<file path="src/rtl/hazard_unit.sv">
// Hazard controller for the 5-stage RV32 pipeline: forwarding selects, load-use
// and mul/div stalls, and flush controls for the F/D, D/E and E/M registers.
module hazard_unit #(
    parameter int MUL_CYCLES = 2,
    parameter int DIV_CYCLES = 16,
    parameter int CNT_W      = 5
) (
    input  logic       clk,
    input  logic       reset,
    input  logic [4:0] Rs1D,
    input  logic [4:0] Rs2D,
    input  logic [4:0] Rs1E,
    input  logic [4:0] Rs2E,
    input  logic [4:0] RdE,
    input  logic [4:0] RdM,
    input  logic [4:0] RdW,
    input  logic       ResultSrcE0,
    input  logic       RegWriteM,
    input  logic       RegWriteW,
    input  logic       PCSrcE,
    input  logic       MdStartE,
    input  logic       MdDivE,
    output logic [1:0] ForwardAE,
    output logic [1:0] ForwardBE,
    output logic       StallF,
    output logic       StallD,
    output logic       StallE,
    output logic       FlushD,
    output logic       FlushE,
    output logic       FlushM,
    output logic       MdBusy,
    output logic       MdDone
);

    // state | meaning
    // IDLE  | no mul/div holding E; a new MdStartE loads the counter
    // BUSY  | mul/div counting down; counter zero is the completion cycle
    typedef enum logic {
        IDLE = 1'b0,
        BUSY = 1'b1
    } md_state_e;

    localparam logic [CNT_W-1:0] MUL_LD = CNT_W'(MUL_CYCLES - 1);
    localparam logic [CNT_W-1:0] DIV_LD = CNT_W'(DIV_CYCLES - 1);

    md_state_e        state_q, state_d;
    logic [CNT_W-1:0] cnt_q, cnt_d;
    logic             md_stall;
    logic             md_done;
    logic             lw_stall;

    function automatic logic [1:0] fwd_sel(input logic [4:0] rs);
        logic [1:0] sel;
        sel = 2'b00;
        if (RegWriteM && (RdM == rs) && (RdM != 5'd0)) begin
            sel = 2'b10;
        end else if (RegWriteW && (RdW == rs) && (RdW != 5'd0)) begin
            sel = 2'b01;
        end
        return sel;
    endfunction

    always_ff @(posedge clk) begin
        if (reset) begin
            state_q <= IDLE;
            cnt_q   <= '0;
        end else begin
            state_q <= state_d;
            cnt_q   <= cnt_d;
        end
    end

    always_comb begin
        state_d  = state_q;
        cnt_d    = cnt_q;
        md_stall = 1'b0;
        md_done  = 1'b0;
        case (state_q)
            IDLE: begin
                if (MdStartE) begin
                    md_stall = 1'b1;
                    cnt_d    = MdDivE ? DIV_LD : MUL_LD;
                    state_d  = BUSY;
                end
            end
            BUSY: begin
                if (cnt_q != '0) begin
                    md_stall = 1'b1;
                    cnt_d    = cnt_q - CNT_W'(1);
                end else begin
                    // Instruction leaves E at the end of this cycle, so the
                    // IDLE cycle that follows sees the next instruction.
                    md_done = 1'b1;
                    state_d = IDLE;
                end
            end
            default: state_d = IDLE;
        endcase
    end

    assign lw_stall = ResultSrcE0 && (RdE != 5'd0) && ((Rs1D == RdE) || (Rs2D == RdE));

    always_comb begin
        ForwardAE = 2'b00;
        ForwardBE = 2'b00;
        StallF    = 1'b0;
        StallD    = 1'b0;
        StallE    = 1'b0;
        FlushD    = 1'b1;
        FlushE    = 1'b1;
        FlushM    = 1'b1;
        MdBusy    = 1'b0;
        MdDone    = 1'b0;
        if (!reset) begin
            ForwardAE = fwd_sel(Rs1E);
            ForwardBE = fwd_sel(Rs2E);
            StallF    = lw_stall || md_stall;
            StallD    = lw_stall || md_stall;
            StallE    = md_stall;
            // A held mul/div must not be squashed by a branch in the same slot.
            FlushD    = PCSrcE && !md_stall;
            FlushE    = (lw_stall || PCSrcE) && !md_stall;
            FlushM    = md_stall;
            MdBusy    = (state_q == BUSY);
            MdDone    = md_done;
        end
    end

endmodule

</file>
<file path="config.mk">
export PLATFORM = sky130hd
export DESIGN_NAME = hazard_unit
export DESIGN_NICKNAME = d
export VERILOG_FILES = /design/src/rtl/hazard_unit.sv
export SDC_FILE = /design/constraint.sdc
export NUM_CORES = 1
export LEC_CHECK = 0
export CORE_MARGIN = 2
export CORE_UTILIZATION = 25
export CTS_BUF_LIST = sky130_fd_sc_hd__clkbuf_4
export DETAILED_ROUTE_END_ITERATION = 7
export HOLD_SLACK_MARGIN = 0.03
export PLACE_DENSITY = 0.67
export SYNTH_ARGS = -nofsm -noshare
export SYNTH_HDL_FRONTEND = slang
export SYNTH_SLANG_ARGS = --single-unit
</file>
<file path="constraint.sdc">
create_clock -name clk -period 2.1 [get_ports clk]
set_clock_uncertainty 0.1 [all_clocks]
set_input_delay 0.525 -clock clk [delete_from_list [all_inputs] [get_ports clk]]
set_output_delay 0.525 -clock clk [all_outputs]
set_load 0.005 [all_outputs]
</file>
==> results_dict.tcl <==
set metrics [dict create \
    grtUsageTotal 0.168 \
    die_width_um 61.3 \
    post_drt_wl_per_cell_um 12.7 \
    drive_gt1_frac 0.556 \
    seqCellArea_um2 123 \
    globalRouteOverflowTotal 0 \
    cp-start-kind "flop" \
    drc 0 \
    cp-end-kind "output pin" \
    cts_buffers 3 \
    outcome "finished with violations" \
    yosysTopAreaCellShare 0.213 \
    ioPinCount 55 \
    syn_inst 101 \
    worstSetupPathType "flop to output pin" \
    cts-htree-levels 1 \
    pre_cts_slack_ns -1.09 \
    die_area_um2 3760 \
    syn_area_per_cell_um2 8.13 \
    fin_total_pwr_uw 696 \
    fin_tns_setup_ns -3.33 \
    rows 20 \
    holdCritPathClass "flop to flop" \
    crit_arrival_ns 1.88 \
    gp_congestion 0.831 \
    multi_input_area_um2 825 \
    fin_crit_ns 2.51 \
    syn_area_um2 821 \
    violations "setup timing" \
    final_antenna_net_count 0 \
    rsz0062_at_grt "true" \
    clk_pin_slew_ns 0.05 \
    fmax_mhz 399 \
    synth_edf_count 0 \
    die_h_um 61.3 \
    clockBufferDepth 2 \
    ys_types 38 \
    peakVddDrop_mv 0.184 \
    grt_pass1_vias 1171 \
    grt_pass1_wl_mm 4.73 \
    yosysSeqAreaShare 0.146 \
    place_area_um2 1660 \
    max_slew_margin 0.801 \
    grt_max_degree 13 \
    synth_flop_cell "dfxtp_1" \
    setup_viol 11 \
    wl_mm 3.05 \
    vias 1111 \
    synth_top_cell_by_area "xor2_1" \
    final_cell_area_um2 1830 \
    p_leak_uw 0.000805 \
    post-route-period-util 1.19 \
    async_reset_ff_frac 0 \
    hold_viol 0 \
    max_cap_viol_count 0 \
    synth.area.top_cells "xor2_1 (21%), dfxtp_1 (15%), xnor2_1 (11%)" \
    syn_nets 145 \
    nNetsFinal 242 \
    cellPowerDensity_nw_per_um2 381 \
    io_buffers 54 \
    start_util 0.267 \
    core-area_um2 3080 \
    via_per_inst 4.63 \
    drt_iter0_drc 37 \
    antenna_found_initial 0 \
    critPathRequiredTime_ns 1.47 \
    drt_pass1_iterations 4 \
    path_max_fanout 3 \
    synth-seq-cells 6 \
    hpwlAfterDp_mm 2.45 \
    slew_viol_final 0 \
    synthToLayoutAreaGrowth_pct 123 \
    ctsHoldBuffers 0 \
    diodes 0 \
    worst_hold_slack_ns 0.382 \
    n_fill_cell 293 \
    worst_pin_slew_ns 0.296 \
    fin_ws_ns -0.407 \
    root_buffer "clkbuf_4" \
    cts_tree "done" \
    cts.sinks 6 \
    yosys_warnings 0 \
    clock_latency_ns 0.24 \
]
-- final timing paths --
kind | startpoint | endpoint | slack, ns | depth (start not counted)
worst max register to register | cnt_q[0] | cnt_q[3] | 0.15 | 9
worst min-delay path | cnt_q[4] | cnt_q[4] | 0.38 | 1
worst max-delay path | cnt_q[0] | StallF | -0.41 | 8
worst min register to register | cnt_q[4] | cnt_q[4] | 0.38 | 1
-- registers in the layout, indices dropped and copies added, names as in the netlist --
| name | flops |
|---|---|
| cnt_q | 5 |
| state_q | 1 |
-- cell type report --
| type | instances | share of cell area |
|---|---|---|
| Timing Repair Buffer | 96 | 0.433 |
| Tap cell | 44 | 0.0301 |
| Multi-Input combinational cell | 88 | 0.451 |
| Inverter | 3 | 0.00616 |
| Clock buffer | 3 | 0.0123 |
| Sequential cell | 6 | 0.0671 |
-- metrics by stage --
stage / instances / utilization
final: 240 / 0.594
after global routing: 240 / 0.594
after CTS: 239 / 0.586
after detailed placement: 223 / 0.538
after global placement: 223 / 0.538
after floorplan: 101 / -
-- critical path: stages (launching register included) --
cell and delay (ns):
dfxtp_2 0.32, inv_2 0.07, ha_4 0.12, or4b_4 0.48, mux2i_4 0.21, buf_6 0.14, buf_4 0.11, o22ai_4 0.07
buf_2 0.14
-- where the power goes --
group	internal, µW	switching [µW]
registers	127	8.85
clock network	64.6	40.3
logic	272	184
total	464	233
-- layout by cell type, fill, tap and decap left out, types with 4 or more instances in the layout --
| cell | n |
|---|---|
| dlygate4sd2_1 | 12 |
| or4_4 | 5 |
| clkdlybuf4s50_1 | 15 |
| buf_2 | 12 |
| xnor2_1 | 7 |
| buf_6 | 13 |
| nor2_1 | 4 |
| xor2_1 | 20 |
| dfxtp_1 | 4 |
| buf_4 | 36 |
| clkbuf_2 | 6 |
-- metal layers --
metal / global-route usage / up-vias / wire (µm)
met4: 0.00932 / 0 / 12
met3: 0.0273 / 2 / 185
li1: - / 551 / -
met5: 0 / - / 0
met2: 0.375 / 43 / 1750
met1: 0.160 / 515 / 1110
-- synthesized netlist by cell type (2+ instances only) --
| library cell | n |
|---|---|
| o21ai_1 | 3 |
| clkbuf_1 | 2 |
| a21oi_2 | 2 |
| inv_1 | 3 |
| a21oi_1 | 2 |
| nor2b_1 | 4 |
| nor4_2 | 2 |
| dfxtp_1 | 6 |
| nor3_1 | 4 |
| nand2_1 | 3 |
| nor4_1 | 3 |
| nand2b_1 | 2 |
| nor3b_1 | 2 |
| or4_1 | 5 |
| nand3_1 | 2 |
| xnor2_1 | 10 |
| nor2_1 | 5 |
| or2_2 | 2 |
| xor2_1 | 20 |
-- logic make-up after synthesis --
kind of cell | count (synthesis) | share of synthesized area
buf+inv | 7 | 0.0457
compound gates | 19 | 0.171
mux | 1 | 0.0168
fa+ha+maj | 1 | 0.0152
xor+xnor | 30 | 0.320
flops | 6 | 0.146
simple gates | 37 | 0.285
-- repair_timing --
item,in CTS,in global routing
resized for setup,109,47
buffers inserted,13,2
endpoints found under the setup margin,12,12
pin swaps,20,10
(Power assumes the default switching activity.)
